==> src/rtl/if_fetch_unit.sv <==
// Instruction fetch stage: drives a single-outstanding fetch request to
// instruction memory and loads the IF/ID pipeline registers. It handles
// decode stalls through a one-entry capture buffer and redirects the PC
// on taken branches.
module if_fetch_unit (
    input  logic        clk,
    input  logic        rst,
    input  logic        start,
    input  logic        freeze,
    input  logic        brTaken,
    input  logic [31:0] br_imm,
    output logic        imem_req,
    output logic [31:0] imem_addr,
    input  logic        imem_ack,
    input  logic [31:0] imem_rdata,
    output logic [31:0] instruction,
    output logic [31:0] pc_out,
    output logic        if_valid
);

    typedef enum logic [1:0] {
        IDLE  = 2'd0,
        FETCH = 2'd1,
        STALL = 2'd2
    } state_t;

    state_t      state_r;
    logic [31:0] pc_r;
    logic [31:0] instr_r;
    logic [31:0] pc_out_r;
    logic        valid_r;
    logic [31:0] buf_r;
    logic        req_r;

    logic [31:0] pc_plus4_s;
    logic [31:0] br_target_s;
    logic        redirect_s;

    // Next sequential PC, the branch target and the redirect qualifier.
    // A branch is only acted on when decode holds a real instruction and is not stalled.
    always_comb begin
        pc_plus4_s  = pc_r + 32'd4;
        br_target_s = pc_out_r + {br_imm[29:0], 2'b00};
        redirect_s  = brTaken & ~freeze & valid_r;
    end

    // Fetch FSM, PC, capture buffer and IF/ID registers.
    // The request flag is registered alongside the next state.
    always_ff @(posedge clk) begin
        if (rst) begin
            state_r  <= IDLE;
            pc_r     <= 32'd0;
            instr_r  <= 32'd0;
            pc_out_r <= 32'd0;
            valid_r  <= 1'b0;
            buf_r    <= 32'd0;
            req_r    <= 1'b0;
        end else if (redirect_s) begin
            // Redirect wins over everything else. The word acked this cycle is dropped.
            state_r <= FETCH;
            pc_r    <= br_target_s;
            instr_r <= 32'd0;
            valid_r <= 1'b0;
            buf_r   <= 32'd0;
            req_r   <= 1'b1;
        end else begin
            case (state_r)
                IDLE: begin
                    if (start) begin
                        state_r <= FETCH;
                        req_r   <= 1'b1;
                    end else begin
                        state_r <= IDLE;
                        req_r   <= 1'b0;
                    end
                end
                FETCH: begin
                    if (imem_ack && !freeze) begin
                        instr_r  <= imem_rdata;
                        pc_out_r <= pc_plus4_s;
                        valid_r  <= 1'b1;
                        pc_r     <= pc_plus4_s;
                    end else if (imem_ack && freeze) begin
                        // Park the returned word until decode releases the stall.
                        buf_r   <= imem_rdata;
                        state_r <= STALL;
                        req_r   <= 1'b0;
                    end else if (!imem_ack && !freeze) begin
                        instr_r <= 32'd0;
                        valid_r <= 1'b0;
                    end else begin
                        state_r <= FETCH;
                    end
                end
                STALL: begin
                    if (!freeze) begin
                        instr_r  <= buf_r;
                        pc_out_r <= pc_plus4_s;
                        valid_r  <= 1'b1;
                        pc_r     <= pc_plus4_s;
                        state_r  <= FETCH;
                        req_r    <= 1'b1;
                    end else begin
                        state_r <= STALL;
                    end
                end
                default: begin
                    state_r <= IDLE;
                    req_r   <= 1'b0;
                end
            endcase
        end
    end

    assign imem_req    = req_r;
    assign imem_addr   = pc_r;
    assign instruction = instr_r;
    assign pc_out      = pc_out_r;
    assign if_valid    = valid_r;

endmodule

==> config.mk <==
export PLATFORM = sky130hd
export DESIGN_NAME = if_fetch_unit
export DESIGN_NICKNAME = d
export VERILOG_FILES = /design/src/rtl/if_fetch_unit.sv
export SDC_FILE = /design/constraint.sdc
export NUM_CORES = 1
export LEC_CHECK = 0
export CORE_AREA = 2 2 124 126
export DETAILED_ROUTE_END_ITERATION = 7
export DIE_AREA = 0 0 126 128
export GPL_TIMING_DRIVEN = 0
export PLACE_DENSITY = 0.83
export SYNTH_ARGS = -nofsm -noshare
export SYNTH_HDL_FRONTEND = slang
export SYNTH_SLANG_ARGS = --single-unit
==> constraint.sdc <==
create_clock -name clk -period 3.4 [get_ports clk]
set_input_delay 0.51 -clock clk [delete_from_list [all_inputs] [get_ports clk]]
set_output_delay 0.51 -clock clk [all_outputs]
set_load 0.005 [all_outputs]
==> results of run 1 <==
-- per-layer routing --
layer / wire [um] / share of wire
met2: 10600 / 0.48
met5: 0 / 0
met3: 1990 / 0.089
met1: 9230 / 0.42
met4: 378 / 0.017
-- cell usage after synthesis, types with 3 or more instances --
master / number / share of area
nor2_1: 136 / 0.069
dfxtp_1: 132 / 0.36
nand2_1: 104 / 0.053
a211oi_1: 80 / 0.081
a21oi_1: 71 / 0.048
clkbuf_1: 57 / 0.029
xnor2_1: 41 / 0.048
xor2_1: 34 / 0.040
a22oi_1: 32 / 0.032
ha_1: 30 / 0.050
nand3_1: 28 / 0.019
a21o_1: 27 / 0.027
o21ai_0: 16 / 0.011
buf_2: 10 / 0.0067
and3_1: 9 / 0.0076
inv_1: 9 / 0.0045
nand4_1: 9 / 0.0076
nor3_1: 7 / 0.0047
and4_1: 6 / 0.0071
a31oi_1: 5 / 0.0042
mux2i_1: 5 / 0.0067
nand2b_1: 5 / 0.0042
o22ai_1: 5 / 0.0042
a311oi_1: 4 / 0.0047
and2_1: 4 / 0.0034
buf_4: 4 / 0.0040
nor2b_1: 4 / 0.0034
or2_2: 4 / 0.0034
o211ai_1: 3 / 0.0030
or3_1: 3 / 0.0025
-- power by group --
part | internal [mW] | leakage (nW) | switching [mW]
logic | 0.346 | 2.22 | 0.377
clock network | 1.26 | 0.313 | 0.734
registers | 1.62 | 1.07 | 0.0548
total | 3.22 | 3.61 | 1.17
-- tightest hold or removal path: stages, from the launching register on --
cell,delay (ns)
dfxtp_1,0.31
nand2_1,0.05
a21oi_1,0.05
-- state kept, by name (all words and copies together) (netlist names) --
register and count:
instruction 32, buf_r 32, imem_addr 32, imem_req 1
pc_out 32, state_r 2, if_valid 1
-- worst paths after layout --
check | startpoint | end | slack, ns | depth (start not counted)
worst max-delay path | br_imm[0] | imem_addr[28] | 0.12 | 10
worst min-delay path | buf_r[13] | buf_r[13] | 0.45 | 2
worst max register to register | pc_out[2] | imem_addr[28] | 0.27 | 9
worst min register to register | buf_r[13] | buf_r[13] | 0.45 | 2
-- per-stage QoR --
| step | power [mW] | cells | setup TNS [ns] | hold WS (ns) | utilization |
|---|---|---|---|---|---|
| after floorplan | 2.09 | 924 | 0 | 0.437 | - |
| after global routing | 4.54 | 1307 | 0 | 0.472 | 0.668 |
| after CTS | 4.39 | 1307 | 0 | 0.451 | 0.668 |
| final | 4.39 | 1307 | 0 | 0.454 | 0.668 |
| after detailed placement | 2.41 | 1275 | -0.507 | 0.447 | 0.626 |
| after global placement | 2.40 | 1275 | -0.397 | 0.442 | 0.626 |
-- final cells by class --
cell class	count	area, um^2	area share
Multi-Input combinational cell	711	4460	0.449
Sequential cell	132	2640	0.266
Timing Repair Buffer	163	1630	0.164
Clock buffer	19	443	0.0446
Buffer	72	298	0.0300
Tap cell	188	235	0.0237
Clock inverter	13	191	0.0193
Inverter	9	33.8	0.00340
-- placed cells by master, fill, tap and decap left out, drive strengths merged, types with 5 or more instances in the layout --
cell type	instances
nor3	8
a22oi	32
mux2i	5
a31oi	5
o21ai	18
and3	9
a21oi	72
xnor2	41
buf	15
xor2	34
ha	30
clkdlybuf4s50	163
inv	14
o22ai	5
nor2	136
dfxtp	132
nand2b	5
nand2	104
a21o	27
nand3	28
and4	6
a211oi	81
clkbuf	76
nand4	10
-- cell families (layout without fill, tap and decap cells) --
group                      count (synthesis)  count (layout)
and+or+nand+nor                          329             329
DFF                                      132             132
adders and majority gates                 31              31
muxes                                      5               5
xor gates and xnor gates                  75              75
buffers and inverters                     81             276
AOI/OAI and AO/OA                        271             271
==> flow_metrics.env, run 1 <==
export IMPL_p_leak_nw=3.61
export IMPL_drcViolationCount=0
export IMPL_cts_resized_gates=0
export IMPL_yosysSeqAreaShare=0.355
export IMPL_synth_compound_area_frac=0.254
export IMPL_ys_ff_latch=132
export IMPL_coreArea_um2=14900
export IMPL_syn_to_final_growth_pct=33.6
export IMPL_crit_fanout=3
export IMPL_finalSetupViolCount=0
export IMPL_tightest_slew_ns=0.729
export IMPL_drt_initial_drc_count=552
export IMPL_syn_area_per_cell_um2=8.05
export IMPL_crit_chain="clkdlybuf4s50_1 -> ha_1 -> fa_1 -> a211oi_1 -> o211ai_1 -> a32oi_1 -> a21oi_1 -> a211oi_1 -> mux2i_1 -> o22ai_1"
export IMPL_grt_use_met1=0.338
export IMPL_rows=45
export IMPL_setup_slack_ns=0.116
export IMPL_syn_nets=1025
export IMPL_power_density_nw_per_um2=442
export IMPL_cap_violations=0
export IMPL_wl_per_cell_um=17.0
export IMPL_grt_use_met3=0.0760
export IMPL_postRouteAntennaNets=0
export IMPL_drtPass1Iterations=5
export IMPL_synth_edf_count=0
export IMPL_dp_slack_ns=-0.254
export IMPL_cts_hold_buf=0
export IMPL_min_period_ns=3.28
export IMPL_clk_path_buf_depth=2
export IMPL_grt_busiest_layer="met2"
export IMPL_cp_end_kind="flip-flop"
export IMPL_yosysUniqueCellTypes=65
export IMPL_grt_pass1_vias=6987
export IMPL_max_clock_freq_mhz=304
export IMPL_ctsHtreeMaxLevel=4
export IMPL_slowest_delay_ns=0.47
export IMPL_slew_headroom=0.514
export IMPL_initial_core_util=0.500
export IMPL_wl_um=22200
export IMPL_clk_pin_slew_worst_paths_ns=0.06
export IMPL_met2_usage=0.460
export IMPL_cts_sinks=132
export IMPL_cts_setup_buffers=0
export IMPL_slowest_stage="a211oi_1"
export IMPL_synthSimpleGateAreaFrac=0.198
export IMPL_layout_drive_gt1_share=0.0563
export IMPL_clk_latency_ns=0.42
export IMPL_nFillCells=1262
export IMPL_root_buffer="clkbuf_16"
export IMPL_ios=168
export IMPL_synth_ff_type="dfxtp_1"
export IMPL_critPathKind="input pin to flip-flop"
export IMPL_min_path_type="flip-flop to flip-flop"
export IMPL_drt_vias_per_instance=5.81
export IMPL_peakVddDrop_v=0.000450
export IMPL_synth_adder_area_share=0.0532
export IMPL_critPathTopFamily="compound AO/OA/AOI/OAI gates"
export IMPL_nets=1207
export IMPL_grt_max_degree=17
export IMPL_die_y_um=128
export IMPL_placed_area_um2=9300
export IMPL_required_ns=3.67
export IMPL_vias=7591
export IMPL_synth_top_family_by_area="compound AO/OA/AOI/OAI gates"
export IMPL_grt_use_total=0.271
export IMPL_syn_area_um2=7430
export IMPL_startpoint_type="input pin"
export IMPL_gr_total_overflow=0
export IMPL_muxShareOfSynthArea=0.00673
export IMPL_arrival_ns=3.55
export IMPL_die_w_um=126
export IMPL_synth_xor_area_frac=0.0884
export IMPL_stdcell_area_um2=9940
export IMPL_dieArea_um2=16100
export IMPL_port_buffers=163
export IMPL_antenna_cells=0
export IMPL_skew_ns=0.00908
export IMPL_worst_path_buf_inv=1
export IMPL_cts_tree="yes"
export IMPL_rsz0062_at_grt="no"
export IMPL_cpMostUsedCell="a211oi_1"
export IMPL_hold_violations=0
export IMPL_period_share=0.966
export IMPL_cts_buffers=17
export IMPL_slew_viol_final=0
export IMPL_yosys_warnings=0
export IMPL_gp_congestion=0.941
export IMPL_grt_pass1_wl_um=35200
export IMPL_syn_inst=924
export IMPL_hpwl_um=16300
export IMPL_status="complete, no violations"
export IMPL_antenna_found_initial=0
export IMPL_async_flop_share=0
No activity file was read; power rests on OpenSTA's default activity.
==> run 2, diff against run 1 <==
==> config.mk (replaced) <==
export PLATFORM = sky130hd
export DESIGN_NAME = if_fetch_unit
export DESIGN_NICKNAME = d
export VERILOG_FILES = /design/src/rtl/if_fetch_unit.sv
export SDC_FILE = /design/constraint.sdc
export NUM_CORES = 1
export LEC_CHECK = 0
export CORE_AREA = 2 2 95 165
export DETAILED_ROUTE_END_ITERATION = 7
export DIE_AREA = 0 0 97 167
export GPL_TIMING_DRIVEN = 0
export PLACE_DENSITY = 0.82
export SYNTH_ARGS = -nofsm -noshare
export SYNTH_HDL_FRONTEND = slang
export SYNTH_SLANG_ARGS = --single-unit
==> run 2 against run 1 <==
Net effect:
- worst hold slack better by 0.00082 ns
- non-clock buffer count unchanged
- first-iteration DRC count down 41%
- critical path depth did not move
- largest power group unchanged
==> flow_metrics.env, run 2 (same netlist as run 1, synthesis figures left out) <==
export IMPL_status="complete, no violations"
export IMPL_grt_pass1_wl_um=36100
export IMPL_gp_congestion=0.924
export IMPL_mostFrequentLayoutCell="clkdlybuf4s50_1"
export IMPL_antenna_found_initial=0
export IMPL_wl_um=22700
export IMPL_hold_violations=0
export IMPL_clk_latency_ns=0.42
export IMPL_crit_fanout=3
export IMPL_seqCellArea_um2=2640
export IMPL_regToRegStartpoint="pc_out[2]"
export IMPL_cts_resized_gates=0
export IMPL_cts_buffers=17
export IMPL_cts_tree="yes"
export IMPL_rrSetupSlack_ns=0.29
export IMPL_grt_pass1_vias=7453
export IMPL_min_period_ns=3.32
export IMPL_port_buffers=163
export IMPL_nFillCells=1227
export IMPL_startpoint_type="input pin"
export IMPL_critPathKind="input pin to flip-flop"
export IMPL_coreArea_um2=14800
export IMPL_holdPathEnd="state_r[1]"
export IMPL_root_buffer="clkbuf_16"
export IMPL_slew_viol_final=0
export IMPL_reg2reg_depth=9
export IMPL_finalPower_mw=4.27
export IMPL_die_w_um=97
export IMPL_initial_core_util=0.501
export IMPL_syn_to_final_growth_pct=33.2
export IMPL_slew_headroom=0.507
export IMPL_dr_wl_met2_um=12600
export IMPL_multiInputGateArea_um2=4460
export IMPL_grt_use_total=0.275
export IMPL_cts_hold_buf=0
export IMPL_dieArea_um2=16200
export IMPL_gr_total_overflow=0
export IMPL_routed_top_layer="met4"
export IMPL_cp_end_kind="flip-flop"
export IMPL_p_leak_nw=3.59
export IMPL_rsz0062_at_grt="no"
export IMPL_whs_path_depth=3
export IMPL_cap_violations=0
export IMPL_grt_max_degree=17
export IMPL_final_cell_mix="163 x clkdlybuf4s50_1, 136 x nor2_1, 132 x dfxtp_1, 104 x nand2_1, 80 x a211oi_1"
export IMPL_period_share=0.976
export IMPL_required_ns=3.66
export IMPL_vias=7499
export IMPL_drt_met1_wl_um=7850
export IMPL_min_path_type="input pin to flip-flop"
export IMPL_max_clock_freq_mhz=301
export IMPL_clk_path_buf_depth=2
export IMPL_antenna_cells=0
export IMPL_drtPass1Iterations=5
export IMPL_hold_ws_ns=0.455
export IMPL_cts_setup_buffers=0
export IMPL_tightest_slew_ns=0.740
export IMPL_drt_vias_per_instance=5.76
export IMPL_dr_wl_met3_um=1520
export IMPL_die_y_um=167
export IMPL_critical_path_reg2reg_endpoint="imem_addr[28]"
export IMPL_min_from="freeze"
export IMPL_wl_per_cell_um=17.4
export IMPL_utilization=0.667
export IMPL_power_density_nw_per_um2=432
export IMPL_finalSetupViolCount=0
export IMPL_cts_sinks=132
export IMPL_hpwl_um=17500
export IMPL_ctsHtreeMaxLevel=4
export IMPL_clk_pin_slew_worst_paths_ns=0.06
export IMPL_arrival_ns=3.57
export IMPL_layout_drive_gt1_share=0.0572
export IMPL_rows=59
export IMPL_nets=1207
export IMPL_postRouteAntennaNets=0
export IMPL_skew_ns=0.0127
export IMPL_drt_initial_drc_count=323
export IMPL_drcViolationCount=0
export IMPL_ios=168
export IMPL_peakVddDrop_v=0.000446
run 2: cell count changes in the layout (fill, tap and decap cells not counted), sizes merged:
cell,change
bufinv,-3
clkbuf,-2
clkinv,-2
clkinvlp,+1
inv,+6
run 2: final cells by class:
type | instances | share of cell area
multi-input combinational | 711 | 0.451
sequential | 132 | 0.267
timing repair buffer | 163 | 0.165
clock buffer | 17 | 0.0430
buffer | 72 | 0.0301
tap | 183 | 0.0231
clock inverter | 15 | 0.0181
inverter | 9 | 0.00341
run 2: critical path, stage by stage:
cell and delay [ns]:
clkdlybuf4s50_1 0.42, ha_1 0.26, fa_1 0.43, a211oi_1 0.33
o211ai_1 0.19, a32oi_1 0.45, a21oi_1 0.21, a211oi_1 0.41
mux2i_1 0.24, o22ai_1 0.12
run 2: report_power, final:
| part | leakage, nW | internal, mW | switching [mW] | total [mW] |
|---|---|---|---|---|
| Sequential | 1.07 | 1.62 | 0.0547 | 1.67 |
| Combinational | 2.22 | 0.346 | 0.380 | 0.726 |
| Clock | 0.295 | 1.06 | 0.818 | 1.88 |
| Total | 3.59 | 3.02 | 1.25 | 4.27 |
run 2: per-stage QoR:
stage | cells | setup slack [ns] | area, um^2 | TNS (ns)
3_3_place_gp | 1270 | -0.290 | 9300 | -0.757
3_5_place_dp | 1270 | -0.262 | 9300 | -0.716
2_1_floorplan | 924 | 0.794 | 7430 | 0
5_1_grt | 1302 | 0.00757 | 9900 | 0
4_1_cts | 1302 | 0.135 | 9900 | 0
6_report | 1302 | 0.0826 | 9900 | 0
run 2: layer usage:
layer  track usage  vias to the layer above
met5             0                        -
met4         0.118                        0
met3        0.0613                       45
met2         0.544                      280
met1         0.265                     3495
li1              -                     3679
run 2: worst max path at each step:
stage / start / to / cells after the start
after floorplan: br_imm[0] / imem_addr[28] / 9
after global placement: br_imm[0] / imem_addr[28] / 10
after detailed placement: br_imm[0] / imem_addr[28] / 10
after CTS: br_imm[0] / imem_addr[28] / 10
after global routing: br_imm[0] / imem_addr[28] / 10
final: br_imm[0] / imem_addr[28] / 10
==> run 3, diff against run 2 <==
--- a/config.mk
+++ b/config.mk
@@ -9,7 +9,7 @@
 export DETAILED_ROUTE_END_ITERATION = 7
 export DIE_AREA = 0 0 97 167
 export GPL_TIMING_DRIVEN = 0
-export PLACE_DENSITY = 0.82
+export PLACE_DENSITY = 0.88
 export SYNTH_ARGS = -nofsm -noshare
 export SYNTH_HDL_FRONTEND = slang
 export SYNTH_SLANG_ARGS = --single-unit
==> constraint.sdc (replaced) <==
create_clock -name clk -period 3.2 [get_ports clk]
set_input_delay 0.48 -clock clk [delete_from_list [all_inputs] [get_ports clk]]
set_output_delay 0.48 -clock clk [all_outputs]
set_load 0.005 [all_outputs]
==> run 3 against run 2 <==
Net effect:
- die area is the same
- critical path type unchanged
- highest routed layer unchanged
- combinational power rose by 7.4%
- largest cell class unchanged
- final cell count stayed put
- clock power grew 3%
- sequential share of layout area hardly changed
- clock-buffer cell count is the same
- sequential power up 7%
- worst hold slack got worse by 0.058 ns
==> flow_metrics.env, run 3 (same netlist as run 1, synthesis figures left out) <==
export IMPL_status="complete, no violations"
export IMPL_final_cell_mix="163 x clkdlybuf4s50_1, 136 x nor2_1, 132 x dfxtp_1, 104 x nand2_1, 80 x a211oi_1"
export IMPL_comb_power_share=0.174
export IMPL_syn_to_final_growth_pct=32.9
export IMPL_grt_busiest_layer="met2"
export IMPL_required_ns=3.46
export IMPL_met2_usage=0.528
export IMPL_initial_core_util=0.501
export IMPL_seqPwrFrac=0.396
export IMPL_postRouteAntennaNets=0
export IMPL_grt_use_met1=0.262
export IMPL_drt_initial_drc_count=367
export IMPL_cts_setup_buffers=0
export IMPL_place_inst=1270
export IMPL_cts_resized_gates=0
export IMPL_slew_headroom=0.525
export IMPL_power_density_nw_per_um2=454
export IMPL_finalSetupViolCount=0
export IMPL_dieArea_um2=16200
export IMPL_critPathKind="input pin to flip-flop"
export IMPL_whs_path_depth=3
export IMPL_p_int_mw=3.13
export IMPL_critPathTopFamily="compound AO/OA/AOI/OAI gates"
export IMPL_vias=7565
export IMPL_ios=168
export IMPL_slowest_delay_ns=0.43
export IMPL_cap_violations=0
export IMPL_grt_use_met3=0.0663
export IMPL_wl_per_cell_um=17.8
export IMPL_gp_congestion=0.943
export IMPL_peakVddDrop_v=0.000366
export IMPL_arrival_ns=3.40
export IMPL_grt_max_degree=17
export IMPL_layout_drive_gt1_share=0.0590
export IMPL_p_switching_mw=1.35
export IMPL_max_clock_freq_mhz=319
export IMPL_cpMostUsedCell="a211oi_1"
export IMPL_wl_um=23100
export IMPL_drt_vias_per_instance=5.81
export IMPL_rsz0062_at_grt="no"
export IMPL_tightest_slew_ns=0.713
export IMPL_startpoint_type="input pin"
export IMPL_clk_pin_slew_worst_paths_ns=0.07
export IMPL_cp_end_kind="flip-flop"
export IMPL_ctsHtreeMaxLevel=4
export IMPL_drcViolationCount=0
export IMPL_clk_latency_ns=0.43
export IMPL_root_buffer="clkbuf_16"
export IMPL_grt_use_total=0.275
export IMPL_mostFrequentLayoutCell="clkdlybuf4s50_1"
export IMPL_die_w_um=97
export IMPL_coreArea_um2=14800
export IMPL_cts_hold_buf=0
export IMPL_drtPass1Iterations=7
export IMPL_crit_chain="clkdlybuf4s50_1 -> ha_1 -> fa_1 -> a211oi_1 -> o211ai_1 -> a32oi_2 -> a21oi_1 -> a211oi_1 -> mux2i_1 -> o22ai_1"
export IMPL_hpwl_um=17500
export IMPL_gr_total_overflow=0
export IMPL_reg2reg_depth=9
export IMPL_cts_sinks=132
export IMPL_slowest_stage="fa_1"
export IMPL_grt_pass1_wl_um=36200
export IMPL_dp_slack_ns=-0.400
export IMPL_die_y_um=167
export IMPL_nFillCells=1173
export IMPL_clk_path_buf_depth=2
export IMPL_crit_fanout=3
export IMPL_setup_slack_ns=0.0607
export IMPL_fin_cells=1302
export IMPL_cts_tree="yes"
export IMPL_power_share_clock=0.430
export IMPL_period_share=0.981
export IMPL_finalPower_mw=4.49
export IMPL_cts_buffers=17
export IMPL_min_period_ns=3.14
export IMPL_antenna_cells=0
export IMPL_worst_path_buf_inv=1
export IMPL_port_buffers=163
export IMPL_antenna_found_initial=0
export IMPL_rows=59
export IMPL_skew_ns=0.0138
export IMPL_slew_viol_final=0
export IMPL_hold_violations=0
export IMPL_cp_num_cells=10
export IMPL_switching_share=0.302
export IMPL_nets=1207
export IMPL_utilization=0.666
export IMPL_min_path_type="input pin to flip-flop"
export IMPL_p_leak_nw=3.59
export IMPL_finalSetupTns_ns=0
export IMPL_grt_pass1_vias=7629
-- run 3: cell types whose count changed in the layout (fill, tap and decap cells not counted), sizes merged --
cell	change
bufinv	-1
inv	+1
-- run 3: power by group through the flow --
stage,clock (mW),sequential [mW],combinational (mW)
after floorplan,0,1.81,0.420
after global placement,0,1.81,0.750
after detailed placement,0,1.81,0.765
after CTS,1.93,1.78,0.772
after global routing,2.00,1.78,0.841
final,1.93,1.78,0.780
-- run 3: final cells by class --
type	count	area, um^2	share of cell area
tap	183	229	0.0232
sequential	132	2640	0.267
clock buffer	17	425	0.0430
multi-input combinational	711	4470	0.452
buffer	72	299	0.0303
inverter	9	33.8	0.00342
clock inverter	15	153	0.0154
timing repair buffer	163	1630	0.165
-- run 3: through the flow --
step                hold slack, ns  area [um^2]
floorplan                    0.437         7430
global placement             0.442         9300
detailed placement           0.448         9300
CTS                          0.396         9870
global route                 0.421         9880
finish                       0.397         9880
-- run 3: path summary, 6_finish.rpt --
path,from,endpoint,slack [ns]
hold reg to reg,buf_r[30],buf_r[30],0.46
hold / removal,freeze,state_r[1],0.40
setup reg to reg,pc_out[2],imem_addr[28],0.20
setup / recovery,br_imm[0],imem_addr[28],0.06
-- run 3: worst register-to-register path, cell delays in order, from the launching register on --
cell and delay (ns):
dfxtp_1 0.34, ha_1 0.23, fa_1 0.43, a211oi_1 0.31
o211ai_1 0.19, a32oi_2 0.36, a21oi_1 0.20, a211oi_1 0.42
mux2i_1 0.25, o22ai_1 0.11
-- run 3: layer usage --
layer / share of wire / vias to the layer above
met3: 0.068 / 80
li1: - / 3666
met5: 0 / -
met2: 0.54 / 328
met1: 0.34 / 3491
met4: 0.048 / 0
